`config.mk`:
```
export PLATFORM = sky130hd
export DESIGN_NAME = irq_vector_decoder
export DESIGN_NICKNAME = d
export VERILOG_FILES = /design/src/rtl/irq_vector_decoder.sv
export SDC_FILE = /design/constraint.sdc
export NUM_CORES = 1
export LEC_CHECK = 0
export CAP_MARGIN = 25
export CORE_AREA = 2 2 58 49
export CTS_CLUSTER_SIZE = 28
export DETAILED_ROUTE_END_ITERATION = 6
export DIE_AREA = 0 0 60 51
export PLACE_DENSITY = 0.87
export SYNTH_ARGS = -nofsm -noshare
export SYNTH_HDL_FRONTEND = slang
export SYNTH_SLANG_ARGS = --single-unit
```
`constraint.sdc`:
```
create_clock -name clk -period 2.3 [get_ports clk]
set_input_delay 0.23 -clock clk [delete_from_list [all_inputs] [get_ports clk]]
set_output_delay 0.23 -clock clk [all_outputs]
set_load 0.005 [all_outputs]
```
`src/rtl/irq_vector_decoder.sv`:
```
// Registered interrupt decoder: latches the winning encoder line, requests the CPU,
// returns a one-hot active-low acknowledge, then waits for the source to withdraw.
//
// state | meaning
// IDLE  | waiting for an enabled request from the encoder
// REQ   | out_irq high, idx frozen, waiting for CPU ack or source withdraw
// ACK   | out_ack_n[idx] low for ACK_CYCLES clocks
// HOLD  | waiting for the acknowledged source to drop before re-arming
module irq_vector_decoder #(
   parameter logic [31:0] VECTOR_BASE   = 32'h0000_0100,
   parameter int          VECTOR_STRIDE = 4,
   parameter int          ACK_CYCLES    = 2
) (
   input  logic        clk,
   input  logic        rst_n,
   input  logic [2:0]  in_code_n,
   input  logic        in_gs_n,
   input  logic        in_enable_n,
   input  logic        in_cpu_ack,
   output logic        out_irq,
   output logic [2:0]  out_index,
   output logic [31:0] out_vector,
   output logic [7:0]  out_ack_n,
   output logic        out_busy
);

   typedef enum logic [1:0] {
      IDLE = 2'd0,
      REQ  = 2'd1,
      ACK  = 2'd2,
      HOLD = 2'd3
   } state_t;

   localparam logic [31:0] STRIDE_W  = 32'(VECTOR_STRIDE);
   localparam logic [3:0]  CNT_LOAD  = 4'(ACK_CYCLES - 1);

   generate
      if (ACK_CYCLES < 1 || ACK_CYCLES > 15) begin : g_bad_ack_cycles
         $error("ACK_CYCLES must be in 1..15");
      end
   endgenerate

   state_t     state, state_nxt;
   logic [2:0] idx, idx_nxt;
   logic [3:0] cnt, cnt_nxt;
   logic [2:0] line_idx;

   assign line_idx = ~in_code_n;

   always_ff @(posedge clk or negedge rst_n) begin
      if (!rst_n) begin
         state <= IDLE;
         idx   <= 3'd0;
         cnt   <= 4'd0;
      end else begin
         state <= state_nxt;
         idx   <= idx_nxt;
         cnt   <= cnt_nxt;
      end
   end

   always_comb begin
      state_nxt = state;
      idx_nxt   = idx;
      cnt_nxt   = cnt;
      unique case (state)
         IDLE: begin
            if (!in_enable_n && !in_gs_n) begin
               idx_nxt   = line_idx;
               state_nxt = REQ;
            end
         end
         REQ: begin
            // CPU ack wins over a simultaneous withdraw
            if (in_cpu_ack) begin
               cnt_nxt   = CNT_LOAD;
               state_nxt = ACK;
            end else if (in_gs_n) begin
               state_nxt = IDLE;
            end
         end
         ACK: begin
            if (cnt == 4'd0) begin
               state_nxt = HOLD;
            end else begin
               cnt_nxt = cnt - 4'd1;
            end
         end
         HOLD: begin
            if (in_gs_n || (line_idx != idx) || in_enable_n) begin
               state_nxt = IDLE;
            end
         end
         default: state_nxt = IDLE;
      endcase
   end

   // Outputs decode only registered state and idx
   always_comb begin
      out_irq    = (state == REQ);
      out_busy   = (state != IDLE);
      out_index  = idx;
      out_vector = VECTOR_BASE + {29'b0, idx} * STRIDE_W;
      out_ack_n  = 8'hFF;
      if (state == ACK) begin
         out_ack_n[idx] = 1'b0;
      end
   end

endmodule

```
* Word level (Yosys, flattened, before mapping)
Index checks and enable logic that the tools add are counted.
** Word-level totals
- Input port bits :: 8
- Memories kept :: 0
- ROM bits :: 0
- Bits in registers :: 9
- Bits in writable memories :: 0
- Output and inout port bits :: 45
- Word-level logic and storage cells :: 44
- Latch bits :: 0
** Operators by class
- Shift-type cells :: 0
- Add/sub/neg operators :: 2
- $lt $le $gt $ge :: 2
- Multipliers :: 0
- Div/mod/pow operators :: 0
- Multiplexer cells :: 12
- Reductions and logical operators :: 13
- Bitwise logic cells :: 2
- Eq/ne operators :: 10
** Operators by type and width (number)
- $add A9 B5 Y10 const A :: 1
- $mux W2 :: 5
- $ne A2 B2 Y1 const B :: 5
- $mux W4 :: 2
- $mux W8 :: 1
- $not A8 Y8 :: 1
- $pmux W2 S4 :: 1
- $pmux W4 S2 :: 1
- $eq A2 B2 Y1 const B :: 2
- $logic_not A4 Y1 :: 1
- $lt A3 B4 Y1 const B :: 1
- $reduce_and A4 Y1 :: 1
- $reduce_bool A2 Y1 :: 2
- $sub A4 B1 Y4 const B :: 1
- $demux W1 S3 :: 1
- $ge A3 B1 Y1 const B :: 1
- $ne A3 B3 Y1 :: 1
- $ne A3 B3 Y1 const B :: 1
- $not A3 Y3 :: 1
- $reduce_and A3 Y1 :: 1
- $eq A2 B1 Y1 const B :: 1
- $logic_and A1 B1 Y1 :: 2
- $logic_not A1 Y1 :: 2
- $logic_not A2 Y1 :: 1
- other kinds (3) :: 4

* Logic depth before layout (Yosys ltp)
- Depth after elaboration :: 6
- Mapped depth :: 5
- Mapped depth without buffers :: 5

* Worst setup path before layout
No wires, ideal clock.
- Path type :: register -> register
- Start point :: register cnt[0]
- End point :: register cnt[0]
- Arrival :: 1.378 ns
- Path slack :: 0.797 ns
- Setup time :: 0.125 ns
- Period minus slack after synthesis :: 1.503 ns
- Stages on the path, launching flop included :: 6
- Cells stage by stage :: dfrtp_1 > inv_1 > ha_1 > or3b_4 > nand2_1 > mux2_2
** On the way
- Word-level cells in the longest chain between the ends :: 3
- Elaborated cells between the ends (all ways) :: 6
- Those cells by class :: add/sub (1); eq/ne (1); mux (2); reduce/logical (2)
** Ends and longest elaborated chain
- start, declared :: RTL line 45 : logic [3:0] cnt, cnt_nxt;
- start signal, assigned :: RTL line 58 : cnt <= cnt_nxt;
- $sub A4 B1 Y4 or $logic_not A4 Y1 (tied branches) :: RTL line 86, 83
- $mux W4 or $ne A2 B2 Y1 (tied branches)
- $pmux W4 S2 or $reduce_and A3 Y1 (tied branches)
Several ways; a longest one is shown, not always the timed one. The select of a mux whose other input is x is not followed.
A chain may end at the register's enable or synchronous reset.

==> results list <==
- Kind of capture point of the worst setup path: primary output
* Post-CTS Setup Inserts: 0
- Maximum clock frequency: 0.5098 GHz
* Area share of the largest cell type after synthesis: 28.61%
* Final WL: between 1000 and 1500 microns
- Core Util, Final: 38.84%
- The mapped netlist covers 839.6 sq um.
- TritonCTS sink count: 9
* Hold Fails Final Rpt: 0
- Via count of the first global-routing pass: between 400 and 500
- Maximum net fanout on the critical path: 11
* WP buf/inv: 1
* Number of CTS-inserted buffers: 3
- Clock period minus worst slack: 1.961 ns
- CP Class: register to primary output
* CTS H-tree lvls: 1
- Placeable core region: about 2600 sq um
- The initial utilization of the core area, before any placement, comes to 32.62%.
* Number of gates resized after cts: 0
* Number of antenna violations at the first check in global routing: 0
- Placer congestion estimate: 0.8667
- Max-cap violations: 0
- Type of the worst min-delay path: input port to async pin
- In this run the remaining antenna-violating nets after routing total 0.
- Chip width: approximately 60 microns
* Layout Nets: 130
- The Yosys step of the flow raised 0 warnings.
- After global routing the overflow that remains totals 0.
- The largest total area in the synthesized netlist belongs to buf_4.
- Y dimension of the die: 51 microns
- Chain of cells forming the critical path: nand2b_1 > nor2_1 > nand3_1 > clkdlybuf4s50_1
- Cell family with most CP delay: flip-flops
* Number of flops mapped to enable cells by yosys: 0
* Setup TNS after final layout: 0 ns
- On the critical path, the stage with the largest delay is an instance of dfrtp_1.
- Dividing the final minimum period by the clock period gives around 85%.
- IR analysis of the VDD net gives a maximum drop of around 0.00028 V.
- I/O pin cnt: 53
* First-pass GRT wire length: 2311 microns
* Insertion delay to the later sink of the worst-skew pair: 0.27 ns
* Startpoint type of the worst setup path: register
- DR DRC count: 0
* Port buffer count: 23
* CP required: 2.07 ns
- Vias per cell: 3.968
* Largest net degree at the start of global routing: 12
* Hold-fix buffers at CTS: 0
* Number of diodes added for antenna fixing: 0
- The first detailed-routing pass took 4 iterations.
- Cells with a size suffix above 1 make up 7.563% of the layout.
- Data on the critical path arrives at its endpoint at about 1.7 ns.
- Syn Area/Cell: 8.567 sq um
* Iter 0 DRT Violations: 12
- Share of flip-flops with an asynchronous set or reset after synthesis: 100.0%
- In the global route stage, overall resource usage came out at 10.18%.
- Count of pins over their slew limit: 0
- In the synthesized netlist, the number of instances is 98.
- CTS Root Buffer Type: clkbuf_4
- The detailed router placed 623 vias in this run.
- Clock slew seen by the registers of the worst setup and hold paths: about 0.07 ns
- The floorplan step defined a die boundary enclosing ~3100 sq um.
- The top cell types in the final layout, fill and taps aside, are conb_1 (29), clkdlybuf4s50_1 (23), nand2_1 (9), dfrtp_1 (9).
- Highest cell delay on the worst timing path: 0.51 ns
- TritonCTS built the clock tree.
- The analysis attributes to cell leakage a power of roughly 0.46 nW.
- On the final layout, the worst clock skew is 0.01027 ns.
- The library cell used most frequently in the layout, excluding fill and tap cells, is conb_1.
- Setup repair after global routing left no endpoint under its margin.
- Sequential fraction of the synthesis area: 26.83%
- Detailed placement ended at an HPWL of 1261 microns.
* Cell types with the largest area share after synthesis: buf_4 (29%), dfrtp_1 (27%), mux2i_1 (4.8%)
* Placement Rows: 17
* Final setup vio count: 0
- Among all flip-flop cells after synthesis, the most frequent one is dfrtp_1.
- Signed area change from the synthesized netlist to the final layout: 19.08%
* Average wire per standard cell: 9.548 microns
- In this run the power density over the cells is 1037 nW/um^2.
- Worst hold margin: ~0.26 ns
* Synthesized flop and latch total: 9
- Outcome: completed
* Number of distinct library cells after synthesis: 30
- Clock tree buffer depth: 2
per-layer routing:
metal | global-route usage (%) | vias to the layer above | wire length, microns
li1 | - | 301 | -
met1 | 12.92 | 283 | 614
met2 | 15.58 | 37 | 730
met3 | 4.051 | 2 | 144
met4 | 3.333 | 0 | 10
met5 | 0 | - | 0
area by class of cell:
class / count / area [sq um]
inverter: 6 / 22.52
tap: 38 / 47.55
clock buffer: 4 / 26.28
timing repair buffer: 23 / 230.2
sequential: 9 / 225.2
fill: 263 / 1574
multi-input combinational: 77 / 447.9
path summary, 6_finish.rpt:
check | startpoint | endpoint | slack, ns | depth (start not counted)
min in group clk | cnt[2] | cnt[2] | 0.51 | 1
max in group asynchronous | rst_n | out_index[2] | 1.74 | 1
min reg2reg | cnt[2] | cnt[2] | 0.51 | 1
max | register | out_ack_n[7] | 0.34 | 4
max reg2reg | cnt[0] | cnt[0] | 0.72 | 5
min | rst_n | out_index[1] | 0.26 | 1
synth_stat cells, types with 2 or more instances:
cell and n:
a2bb2oi_1 2, buf_4 32, nand3_1 4, inv_1 6, ha_1 2, dfrtp_1 9, nand2_1 9, nor2_1 6
xor2_1 3, mux2i_1 4, conb_1 2
logic make-up after synthesis:
kind of cell	synth area share [%]
buffers and inverters	31.89
AND/OR/NAND/NOR	20.57
flip-flops	26.83
AO/OA/AOI/OAI	7.600
multiplexers	6.110
XOR/XNOR	3.130
adder cells (fa/ha/maj)	2.980
other	0.8945
metrics by stage:
step / power (mW) / instances / worst slack, ns / area, sq um
5_1_grt: 1.127 / 157 / 0.2006 / 999.7
3_3_place_gp: 0.9025 / 153 / 0.6686 / 973.4
4_1_cts: 1.046 / 157 / 0.3315 / 999.7
3_5_place_dp: 0.9144 / 153 / 0.6211 / 973.4
2_1_floorplan: 0.7236 / 125 / 0.7974 / 940.9
6_report: 1.036 / 157 / 0.3385 / 999.7
power by group:
part / total [mW] / internal (mW) / switching (mW)
Sequential: 0.344 / 0.232 / 0.113
Clock: 0.125 / 0.0669 / 0.0577
Combinational: 0.567 / 0.329 / 0.238
Note: power is estimated with default switching activity, not from simulation.
